==> config.mk <==
export PLATFORM = sky130hd
export DESIGN_NAME = accel_wb_regs_flat
export DESIGN_NICKNAME = d
export VERILOG_FILES = /design/src/rtl/accel_pkg.sv /design/src/rtl/accel_wb_regs_if.sv /design/src/rtl/accel_wb_if.sv /design/src/rtl/accel_wb_regs.sv /design/src/flat_wrapper.sv
export SDC_FILE = /design/constraint.sdc
export NUM_CORES = 1
export LEC_CHECK = 0
export ABC_CLOCK_PERIOD_IN_PS = 25100
export CAP_MARGIN = 10
export CORE_AREA = 2 2 243 245
export DETAILED_ROUTE_END_ITERATION = 8
export DIE_AREA = 0 0 245 247
export GPL_TIMING_DRIVEN = 0
export PLACE_DENSITY = 0.78
export SLEW_MARGIN = 10
export SYNTH_ARGS = -nofsm -noshare
export SYNTH_HDL_FRONTEND = slang
export SYNTH_HIERARCHICAL = 1
export SYNTH_SLANG_ARGS = --single-unit
==> constraint.sdc <==
create_clock -name wb_clk_i -period 25.1 [get_ports wb_clk_i]
set_input_delay 7.53 -clock wb_clk_i [delete_from_list [all_inputs] [get_ports wb_clk_i]]
set_output_delay 7.53 -clock wb_clk_i [all_outputs]
set_load 0.02 [all_outputs]
==> src/rtl/accel_pkg.sv <==
`default_nettype none
// ============================================================================
// accel_pkg
// Shared register map, CTRL/STATUS bit positions, FSM state and decode
// region encodings, plus the byte-lane merge helper used for bus writes.
// Revision: 1.0
// ============================================================================
package accel_pkg;

  // Register offsets from the window base.
  localparam logic [6:0] OFF_CTRL   = 7'h00;
  localparam logic [6:0] OFF_STATUS = 7'h04;
  localparam logic [6:0] OFF_KEY    = 7'h20;
  localparam logic [6:0] OFF_BLK    = 7'h40;
  localparam logic [6:0] OFF_RES    = 7'h60;

  // CTRL bit positions.
  localparam int CTRL_START    = 0;
  localparam int CTRL_IRQ_EN   = 1;
  localparam int CTRL_DONE_CLR = 2;

  // STATUS bit positions.
  localparam int STAT_BUSY = 0;
  localparam int STAT_DONE = 1;
  localparam int STAT_ERR  = 2;

  // Sequencer states; fixed 2-bit encoding.
  typedef enum logic [1:0] {
    ST_IDLE  = 2'd0,
    ST_START = 2'd1,
    ST_WAIT  = 2'd2
  } state_e;

  // Which register group a decoded address selects.
  typedef enum logic [2:0] {
    RG_NONE   = 3'd0,
    RG_CTRL   = 3'd1,
    RG_STATUS = 3'd2,
    RG_KEY    = 3'd3,
    RG_BLK    = 3'd4,
    RG_RES    = 3'd5
  } region_e;

  // Replace only the byte lanes whose select bit is set.
  function automatic logic [31:0] byte_merge(input logic [31:0] old_w,
                                             input logic [31:0] new_w,
                                             input logic [3:0]  sel);
    logic [31:0] res;
    res = old_w;
    for (int b = 0; b < 4; b++) begin
      if (sel[b]) res[8*b +: 8] = new_w[8*b +: 8];
    end
    return res;
  endfunction

endpackage
`default_nettype wire

==> src/rtl/accel_wb_regs_if.sv <==
`default_nettype none
// ============================================================================
// accel_wb_regs_if
// Wishbone classic slave bus bundle between the host and the register block.
// Revision: 1.0
// ============================================================================
interface accel_wb_regs_if;
  logic        wbs_cyc_i;
  logic        wbs_stb_i;
  logic        wbs_we_i;
  logic [3:0]  wbs_sel_i;
  logic [31:0] wbs_adr_i;
  logic [31:0] wbs_dat_i;
  logic        wbs_ack_o;
  logic [31:0] wbs_dat_o;

  modport master (
    output wbs_cyc_i, wbs_stb_i, wbs_we_i, wbs_sel_i, wbs_adr_i, wbs_dat_i,
    input  wbs_ack_o, wbs_dat_o
  );

  modport slave (
    input  wbs_cyc_i, wbs_stb_i, wbs_we_i, wbs_sel_i, wbs_adr_i, wbs_dat_i,
    output wbs_ack_o, wbs_dat_o
  );
endinterface
`default_nettype wire

==> src/rtl/accel_wb_if.sv <==
`default_nettype none
// ============================================================================
// accel_wb_if
// Single-cycle Wishbone ack generator and register-window address decoder.
// req marks the edge at which a transfer is accepted (and acked next cycle).
// Revision: 1.0
// ============================================================================
module accel_wb_if
  import accel_pkg::*;
#(
  parameter logic [31:0] BASE_ADDR = 32'h3000_0000,
  parameter int          KEY_WORDS = 8,
  parameter int          BLK_WORDS = 4
) (
  input  logic        clk,
  input  logic        rst,
  input  logic        cyc,
  input  logic        stb,
  input  logic [31:0] adr,
  output logic        req,
  output logic        ack,
  output region_e     region,
  output logic [2:0]  idx
);

  localparam logic [3:0] KEY_LIM = 4'(KEY_WORDS);
  localparam logic [3:0] BLK_LIM = 4'(BLK_WORDS);

  logic [31:0] off;

  // A new transfer is taken only while ack is low, so acks never run back to back.
  assign req = cyc & stb & ~ack;
  assign off = adr - BASE_ADDR;
  assign idx = off[4:2];

  // Ack pulses exactly one cycle after the transfer is accepted.
  always_ff @(posedge clk or posedge rst) begin
    if (rst) ack <= 1'b0;
    else     ack <= req;
  end

  // Word-aligned offsets inside the 128-byte window map to a register group.
  always_comb begin
    region = RG_NONE;
    if (off[31:7] == 25'd0 && off[1:0] == 2'b00) begin
      case (off[6:5])
        OFF_CTRL[6:5]: begin
          if (off[4:2] == OFF_CTRL[4:2])        region = RG_CTRL;
          else if (off[4:2] == OFF_STATUS[4:2]) region = RG_STATUS;
        end
        OFF_KEY[6:5]: if ({1'b0, idx} < KEY_LIM) region = RG_KEY;
        OFF_BLK[6:5]: if ({1'b0, idx} < BLK_LIM) region = RG_BLK;
        default:      if ({1'b0, idx} < BLK_LIM) region = RG_RES;
      endcase
    end
  end

endmodule
`default_nettype wire

==> src/rtl/accel_wb_regs.sv <==
`default_nettype none
// ============================================================================
// accel_wb_regs
// Wishbone register front-end for a block crypto core: key/block/result
// registers, a start/wait sequencer, sticky DONE/ERR and a level interrupt.
// Revision: 1.0
// ============================================================================
module accel_wb_regs
  import accel_pkg::*;
#(
  parameter logic [31:0] BASE_ADDR = 32'h3000_0000,
  parameter int          KEY_WORDS = 8,
  parameter int          BLK_WORDS = 4
) (
  input  logic                    wb_clk_i,
  input  logic                    wb_rst_i,
  accel_wb_regs_if.slave          wbs,
  output logic [32*KEY_WORDS-1:0] core_key_o,
  output logic [32*BLK_WORDS-1:0] core_blk_o,
  output logic                    core_start_o,
  input  logic                    core_busy_i,
  input  logic                    core_done_i,
  input  logic [32*BLK_WORDS-1:0] core_res_i,
  output logic                    irq_o
);

  logic [31:0] key_q [KEY_WORDS];
  logic [31:0] blk_q [BLK_WORDS];
  logic [31:0] res_q [BLK_WORDS];
  state_e      state_q;
  logic        irq_en_q, done_q, err_q, irq_q;
  logic [31:0] dat_q;
  logic [31:0] rd_data;

  logic        req, ack;
  region_e     region;
  logic [2:0]  idx;
  logic        wr, idle, wr_ctrl, start_req, done_clr, capture, err_set;
  logic        unused_busy;

  // The sequencer tracks the core on its own; the core's busy flag is not needed.
  assign unused_busy = core_busy_i;

  accel_wb_if #(
    .BASE_ADDR (BASE_ADDR),
    .KEY_WORDS (KEY_WORDS),
    .BLK_WORDS (BLK_WORDS)
  ) u_wb_if (
    .clk    (wb_clk_i),
    .rst    (wb_rst_i),
    .cyc    (wbs.wbs_cyc_i),
    .stb    (wbs.wbs_stb_i),
    .adr    (wbs.wbs_adr_i),
    .req    (req),
    .ack    (ack),
    .region (region),
    .idx    (idx)
  );

  assign wr        = req & wbs.wbs_we_i;
  assign idle      = (state_q == ST_IDLE);
  assign wr_ctrl   = wr & (region == RG_CTRL) & wbs.wbs_sel_i[0];
  assign start_req = wr_ctrl & wbs.wbs_dat_i[CTRL_START];
  assign done_clr  = wr_ctrl & wbs.wbs_dat_i[CTRL_DONE_CLR];
  assign capture   = (state_q == ST_WAIT) & core_done_i;
  assign err_set   = ~idle & (start_req | (wr & (region == RG_KEY || region == RG_BLK)));

  assign wbs.wbs_ack_o = ack;
  assign wbs.wbs_dat_o = dat_q;
  assign core_start_o  = (state_q == ST_START);
  assign irq_o         = irq_q;

  generate
    for (genvar i = 0; i < KEY_WORDS; i++) begin : g_key
      assign core_key_o[32*i +: 32] = key_q[i];
    end
    for (genvar i = 0; i < BLK_WORDS; i++) begin : g_blk
      assign core_blk_o[32*i +: 32] = blk_q[i];
    end
  endgenerate

  // Key and block registers accept byte-lane writes only while the core is idle.
  always_ff @(posedge wb_clk_i or posedge wb_rst_i) begin
    if (wb_rst_i) begin
      for (int i = 0; i < KEY_WORDS; i++) key_q[i] <= '0;
      for (int i = 0; i < BLK_WORDS; i++) blk_q[i] <= '0;
    end else if (wr && idle) begin
      for (int i = 0; i < KEY_WORDS; i++) begin
        if (region == RG_KEY && idx == 3'(i))
          key_q[i] <= byte_merge(key_q[i], wbs.wbs_dat_i, wbs.wbs_sel_i);
      end
      for (int i = 0; i < BLK_WORDS; i++) begin
        if (region == RG_BLK && idx == 3'(i))
          blk_q[i] <= byte_merge(blk_q[i], wbs.wbs_dat_i, wbs.wbs_sel_i);
      end
    end
  end

  // Result words are captured only on a done pulse seen while waiting.
  always_ff @(posedge wb_clk_i or posedge wb_rst_i) begin
    if (wb_rst_i) begin
      for (int i = 0; i < BLK_WORDS; i++) res_q[i] <= '0;
    end else if (capture) begin
      for (int i = 0; i < BLK_WORDS; i++) res_q[i] <= core_res_i[32*i +: 32];
    end
  end

  // Sequencer: IDLE -> START (one-cycle pulse) -> WAIT until core done.
  always_ff @(posedge wb_clk_i or posedge wb_rst_i) begin
    if (wb_rst_i) begin
      state_q <= ST_IDLE;
    end else begin
      case (state_q)
        ST_IDLE:  if (start_req) state_q <= ST_START;
        ST_START: state_q <= ST_WAIT;
        ST_WAIT:  if (core_done_i) state_q <= ST_IDLE;
        default:  state_q <= ST_IDLE;
      endcase
    end
  end

  // Control/status flags; a set event wins over a same-cycle clear.
  always_ff @(posedge wb_clk_i or posedge wb_rst_i) begin
    if (wb_rst_i) begin
      irq_en_q <= 1'b0;
      done_q   <= 1'b0;
      err_q    <= 1'b0;
      irq_q    <= 1'b0;
    end else begin
      if (wr_ctrl) irq_en_q <= wbs.wbs_dat_i[CTRL_IRQ_EN];
      if (capture)       done_q <= 1'b1;
      else if (done_clr) done_q <= 1'b0;
      if (err_set)       err_q <= 1'b1;
      else if (done_clr) err_q <= 1'b0;
      irq_q <= done_q & irq_en_q;
    end
  end

  // Read multiplexer; unmapped and write-only bits read as zero.
  always_comb begin
    rd_data = '0;
    case (region)
      RG_CTRL: rd_data[CTRL_IRQ_EN] = irq_en_q;
      RG_STATUS: begin
        rd_data[STAT_BUSY] = ~idle;
        rd_data[STAT_DONE] = done_q;
        rd_data[STAT_ERR]  = err_q;
      end
      RG_KEY: begin
        for (int i = 0; i < KEY_WORDS; i++) if (idx == 3'(i)) rd_data = key_q[i];
      end
      RG_BLK: begin
        for (int i = 0; i < BLK_WORDS; i++) if (idx == 3'(i)) rd_data = blk_q[i];
      end
      RG_RES: begin
        for (int i = 0; i < BLK_WORDS; i++) if (idx == 3'(i)) rd_data = res_q[i];
      end
      default: rd_data = '0;
    endcase
  end

  // Read data is registered alongside ack so the bus sees it only in the ack cycle.
  always_ff @(posedge wb_clk_i or posedge wb_rst_i) begin
    if (wb_rst_i)                  dat_q <= '0;
    else if (req && !wbs.wbs_we_i) dat_q <= rd_data;
    else                           dat_q <= '0;
  end

endmodule
`default_nettype wire

==> src/flat_wrapper.sv <==
// flat-port wrapper written by rule: the top's interface ports become plain ports
module accel_wb_regs_flat import accel_pkg::*;
#(
  parameter logic [31:0] BASE_ADDR = 32'h3000_0000,
  parameter int          KEY_WORDS = 8,
  parameter int          BLK_WORDS = 4
)
  (wb_clk_i, wb_rst_i, core_key_o, core_blk_o, core_start_o, core_busy_i, core_done_i, core_res_i, irq_o, wbs_wbs_cyc_i, wbs_wbs_stb_i, wbs_wbs_we_i, wbs_wbs_sel_i, wbs_wbs_adr_i, wbs_wbs_dat_i, wbs_wbs_ack_o, wbs_wbs_dat_o);
  accel_wb_regs_if wbs_i ();
  input  logic wb_clk_i;
  input  logic wb_rst_i;
  output logic [32*KEY_WORDS-1:0] core_key_o;
  output logic [32*BLK_WORDS-1:0] core_blk_o;
  output logic core_start_o;
  input  logic core_busy_i;
  input  logic core_done_i;
  input  logic [32*BLK_WORDS-1:0] core_res_i;
  output logic irq_o;
  input wire logic [$bits(wbs_i.wbs_cyc_i)-1:0] wbs_wbs_cyc_i;
  input wire logic [$bits(wbs_i.wbs_stb_i)-1:0] wbs_wbs_stb_i;
  input wire logic [$bits(wbs_i.wbs_we_i)-1:0] wbs_wbs_we_i;
  input wire logic [$bits(wbs_i.wbs_sel_i)-1:0] wbs_wbs_sel_i;
  input wire logic [$bits(wbs_i.wbs_adr_i)-1:0] wbs_wbs_adr_i;
  input wire logic [$bits(wbs_i.wbs_dat_i)-1:0] wbs_wbs_dat_i;
  output wire logic [$bits(wbs_i.wbs_ack_o)-1:0] wbs_wbs_ack_o;
  output wire logic [$bits(wbs_i.wbs_dat_o)-1:0] wbs_wbs_dat_o;
  assign wbs_i.wbs_cyc_i = wbs_wbs_cyc_i;
  assign wbs_i.wbs_stb_i = wbs_wbs_stb_i;
  assign wbs_i.wbs_we_i = wbs_wbs_we_i;
  assign wbs_i.wbs_sel_i = wbs_wbs_sel_i;
  assign wbs_i.wbs_adr_i = wbs_wbs_adr_i;
  assign wbs_i.wbs_dat_i = wbs_wbs_dat_i;
  assign wbs_wbs_ack_o = wbs_i.wbs_ack_o;
  assign wbs_wbs_dat_o = wbs_i.wbs_dat_o;
  accel_wb_regs #(.BASE_ADDR(BASE_ADDR), .KEY_WORDS(KEY_WORDS), .BLK_WORDS(BLK_WORDS)) u_core (.wb_clk_i(wb_clk_i), .wb_rst_i(wb_rst_i), .wbs(wbs_i), .core_key_o(core_key_o), .core_blk_o(core_blk_o), .core_start_o(core_start_o), .core_busy_i(core_busy_i), .core_done_i(core_done_i), .core_res_i(core_res_i), .irq_o(irq_o));
endmodule
==> reports/qor.csv <==
metric;value;unit
firstDrtPassIters;9;
use_met3;13.0;%
nFillCells;4638;
post-cts-setup-buffer-count;0;
dp_slack;12.84;ns
nets;2812;
io_buffers;620;
synthArstFlopShare;100;%
use_met1;44.6;%
die_area;60500;µm²
yosysWarnings;6;
synth.most_common_cell;dfrtp_1;
final_cells;3429;
synth_top_area_share;54.2;%
status;finished, violations left;
fmax;0.0852;GHz
root_buffer;clkbuf_16;
r2r_slack;21.98;ns
fp.dieW;245;µm
ys_top_cells_by_area;dfrtp_1 54%, mux2_2 21%, mux2_4 2.4%, mux2i_1 1.9%, nand2_1 1.5%;
route.vias.total;20706;
ys_top_cells_by_count;551 x dfrtp_1, 486 x mux2_2, 102 x nand2_1;
cts_buffers;58;
globalRoute.busiestLayer;met2;
critPathMaxFanout;10;
critPathRequiredTime;25.58;ns
slowest_stage;nand2_1;
rows;89;
synth-main-ff-cell;dfrtp_1;
crit_chain;clkdlybuf4s50_1 -> ha_1 -> nor3_1 -> nand4_1 -> nor4_1 -> buf_2 -> and3b_1 -> clkbuf_1 -> nand2_1 -> buf_2 -> nor2_1 -> a221oi_1 -> a31oi_1;
synth_edf_count;0;
violations;DRC;
ctsHoldBuffers;0;
drv_cap;0;
powerDensity;54.5;nW/µm²
syn-instance-count;1922;
setup_viol;0;
grt_max_degree;106;
worstMarginPinSlew;1.33;ns
fin_ws;13.36;ns
grt_pass1_vias;21435;
timing.hold.ws;0.461;ns
synth_cell_types;69;
cts_buffer_depth;3;
initial_core_util;43.7;%
crit_start;wbs_wbs_adr_i[28];
peakVddDrop;0.0000488;V
antenna_found_initial;11;
ys_seq_elements;551;
placed_cells;3321;
track_usage;37.1;%
synth.cell_area;25500;µm²
use_met2;60.2;%
hp-class;reg -> reg;
cts_tree;done;
timing.final.crit_share;46.8;%
yosys.area.top_type;dfrtp_1;
via_per_inst;6.04;
syn_nets;2126;
syn_avg_cell_area;13.2;µm²
htreeDepth;2;
arrival;12.22;ns
slowest_delay;0.68;ns
grt_overflow;0;
routedWlPerCell;33.1;µm
drt_iter0_markers;1931;
r2r-start;u_core/u_wb_if/ack;
die_h;247;µm
p_leak;16.1;nW
slew_violations;0;
period_needed;11.74;ns
r2r_cells;8;
coreArea;58200;µm²
worstSkewPairLatency;0.62;ns
rsz0062_at_grt;no;
fin_skew;0.0121;ns
cp-end-kind;flip-flop;
hpwl;84.2;mm
path_class;in -> reg;
drive_gt1_share;27.9;%
drtAntennaViolNets;0;
drc;2;
synth-seq-area-share;54.2;%
hold_violations;0;
timing.rr.end;u_core/core_key_o[159];
final_util;59.7;%
cp-start-kind;input port;
pin_count;622;
cts.repair.resized;0;
grt_pass1_wl;158;mm
cts.clk_slew.worst_paths;0.06;ns
max_slew_margin;11.1;%
clock-sinks;551;
drt-total-wl;113;mm
setup-tns-final;0;ns
path_common_cell;buf_2;
place.gp.congestion;0.964;
crit_end;u_core/wbs.wbs_dat_o[24];
syn2layout_area_growth;36.6;%
-- layout by cell type, fill, tap and decap left out, drive strengths merged, types with 6 or more instances in the layout --
cell type	synthesis	final
mux2	537	537
clkbuf	80	169
a31oi	10	10
o21a	23	23
o21ai	57	57
nor3	6	6
a222oi	13	13
clkinv	0	12
and3	17	17
nand2	123	123
a2111oi	11	11
mux2i	49	49
buf	59	65
nand2b	16	16
o211ai	10	10
nor2b	31	31
nor4	17	17
and2	8	8
o21bai	11	11
dfrtp	551	551
o221ai	8	8
a21oi	28	28
a221oi	28	28
clkdlybuf4s50	0	620
nor3b	6	6
a41oi	7	7
or2	11	11
a22oi	36	36
inv	7	7
nor2	52	52
a22o	16	16
nand3	17	17
mux4	13	13
o2bb2ai	19	19
a211oi	10	10
-- worst max-delay path: cells and delay by family --
kind / cells / cell delay [ns]
simple gates: 6 / 2.11
buf+inv: 4 / 1.79
compound gates: 2 / 0.45
fa+ha+maj: 1 / 0.30
-- through the flow --
step / instance area (µm²) / power, mW
detailed placement: 32800 / 1.02
global route: 34800 / 1.95
global placement: 32600 / 1.02
CTS: 34800 / 1.90
finish: 34800 / 1.89
floorplan: 25500 / 0.953
-- where the power goes --
part / leakage [nW] / switching [mW] / internal (mW)
combinational: 7.39 / 0.0747 / 0.0452
sequential: 7.70 / 0.0000398 / 0.888
clock: 0.979 / 0.360 / 0.526
total: 16.1 / 0.434 / 1.46
-- area by class of cell --
type	count	area [µm²]	area share (%)
antenna	3	7.51	0.0216
buffer	139	651	1.87
clock buffer	89	1780	5.12
clock inverter	16	184	0.529
inverter	7	33.8	0.0972
multi-input combinational	1225	11000	31.6
sequential	551	13800	39.7
tap	773	967	2.78
timing repair buffer	626	6350	18.3
-- how the worst min path moves through the flow --
stage / startpoint / to / slack [ns] / cells past startpoint
floorplan: u_core/err_q / u_core/err_q / 0.45 / 2
global placement: u_core/u_wb_if/ack / u_core/u_wb_if/ack / 0.45 / 1
detailed placement: u_core/u_wb_if/ack / u_core/u_wb_if/ack / 0.46 / 1
CTS: u_core/u_wb_if/ack / u_core/u_wb_if/ack / 0.47 / 1
global route: u_core/u_wb_if/ack / u_core/u_wb_if/ack / 0.48 / 1
finish: u_core/u_wb_if/ack / u_core/u_wb_if/ack / 0.46 / 1
-- registers in the layout, summed over array words and instances, names as in the netlist --
signal	cells
u_core/core_key_o	256
u_core/wbs.wbs_dat_o	32
u_core/irq_o	1
u_core/u_wb_if/ack	1
u_core/core_blk_o	128
u_core/state_q	2
u_core/err_q	1
u_core/done_q	1
u_core/irq_en_q	1
u_core/res_q	128
-- cells by family (layout without fill, tap and decap cells) --
| logic type | Yosys count | after routing | share of synthesized area (%) |
|---|---|---|---|
| AOI/OAI and AO/OA | 303 | 303 | 8.66 |
| xor gates and xnor gates | 2 | 2 | 0.0688 |
| adders and majority gates | 1 | 1 | 0.0491 |
| buffers and inverters | 146 | 877 | 2.66 |
| DFF | 551 | 551 | 54.2 |
| muxes | 599 | 599 | 27.4 |
| other | 0 | 3 | 0 |
| and+or+nand+nor | 320 | 320 | 6.99 |
-- layer usage --
layer	share of wire, %	routed length (µm)
met5	0.075	85
met4	5.0	5680
met3	11	12600
met2	47	53200
met1	37	41800
No activity file was read; power rests on OpenSTA's default activity.
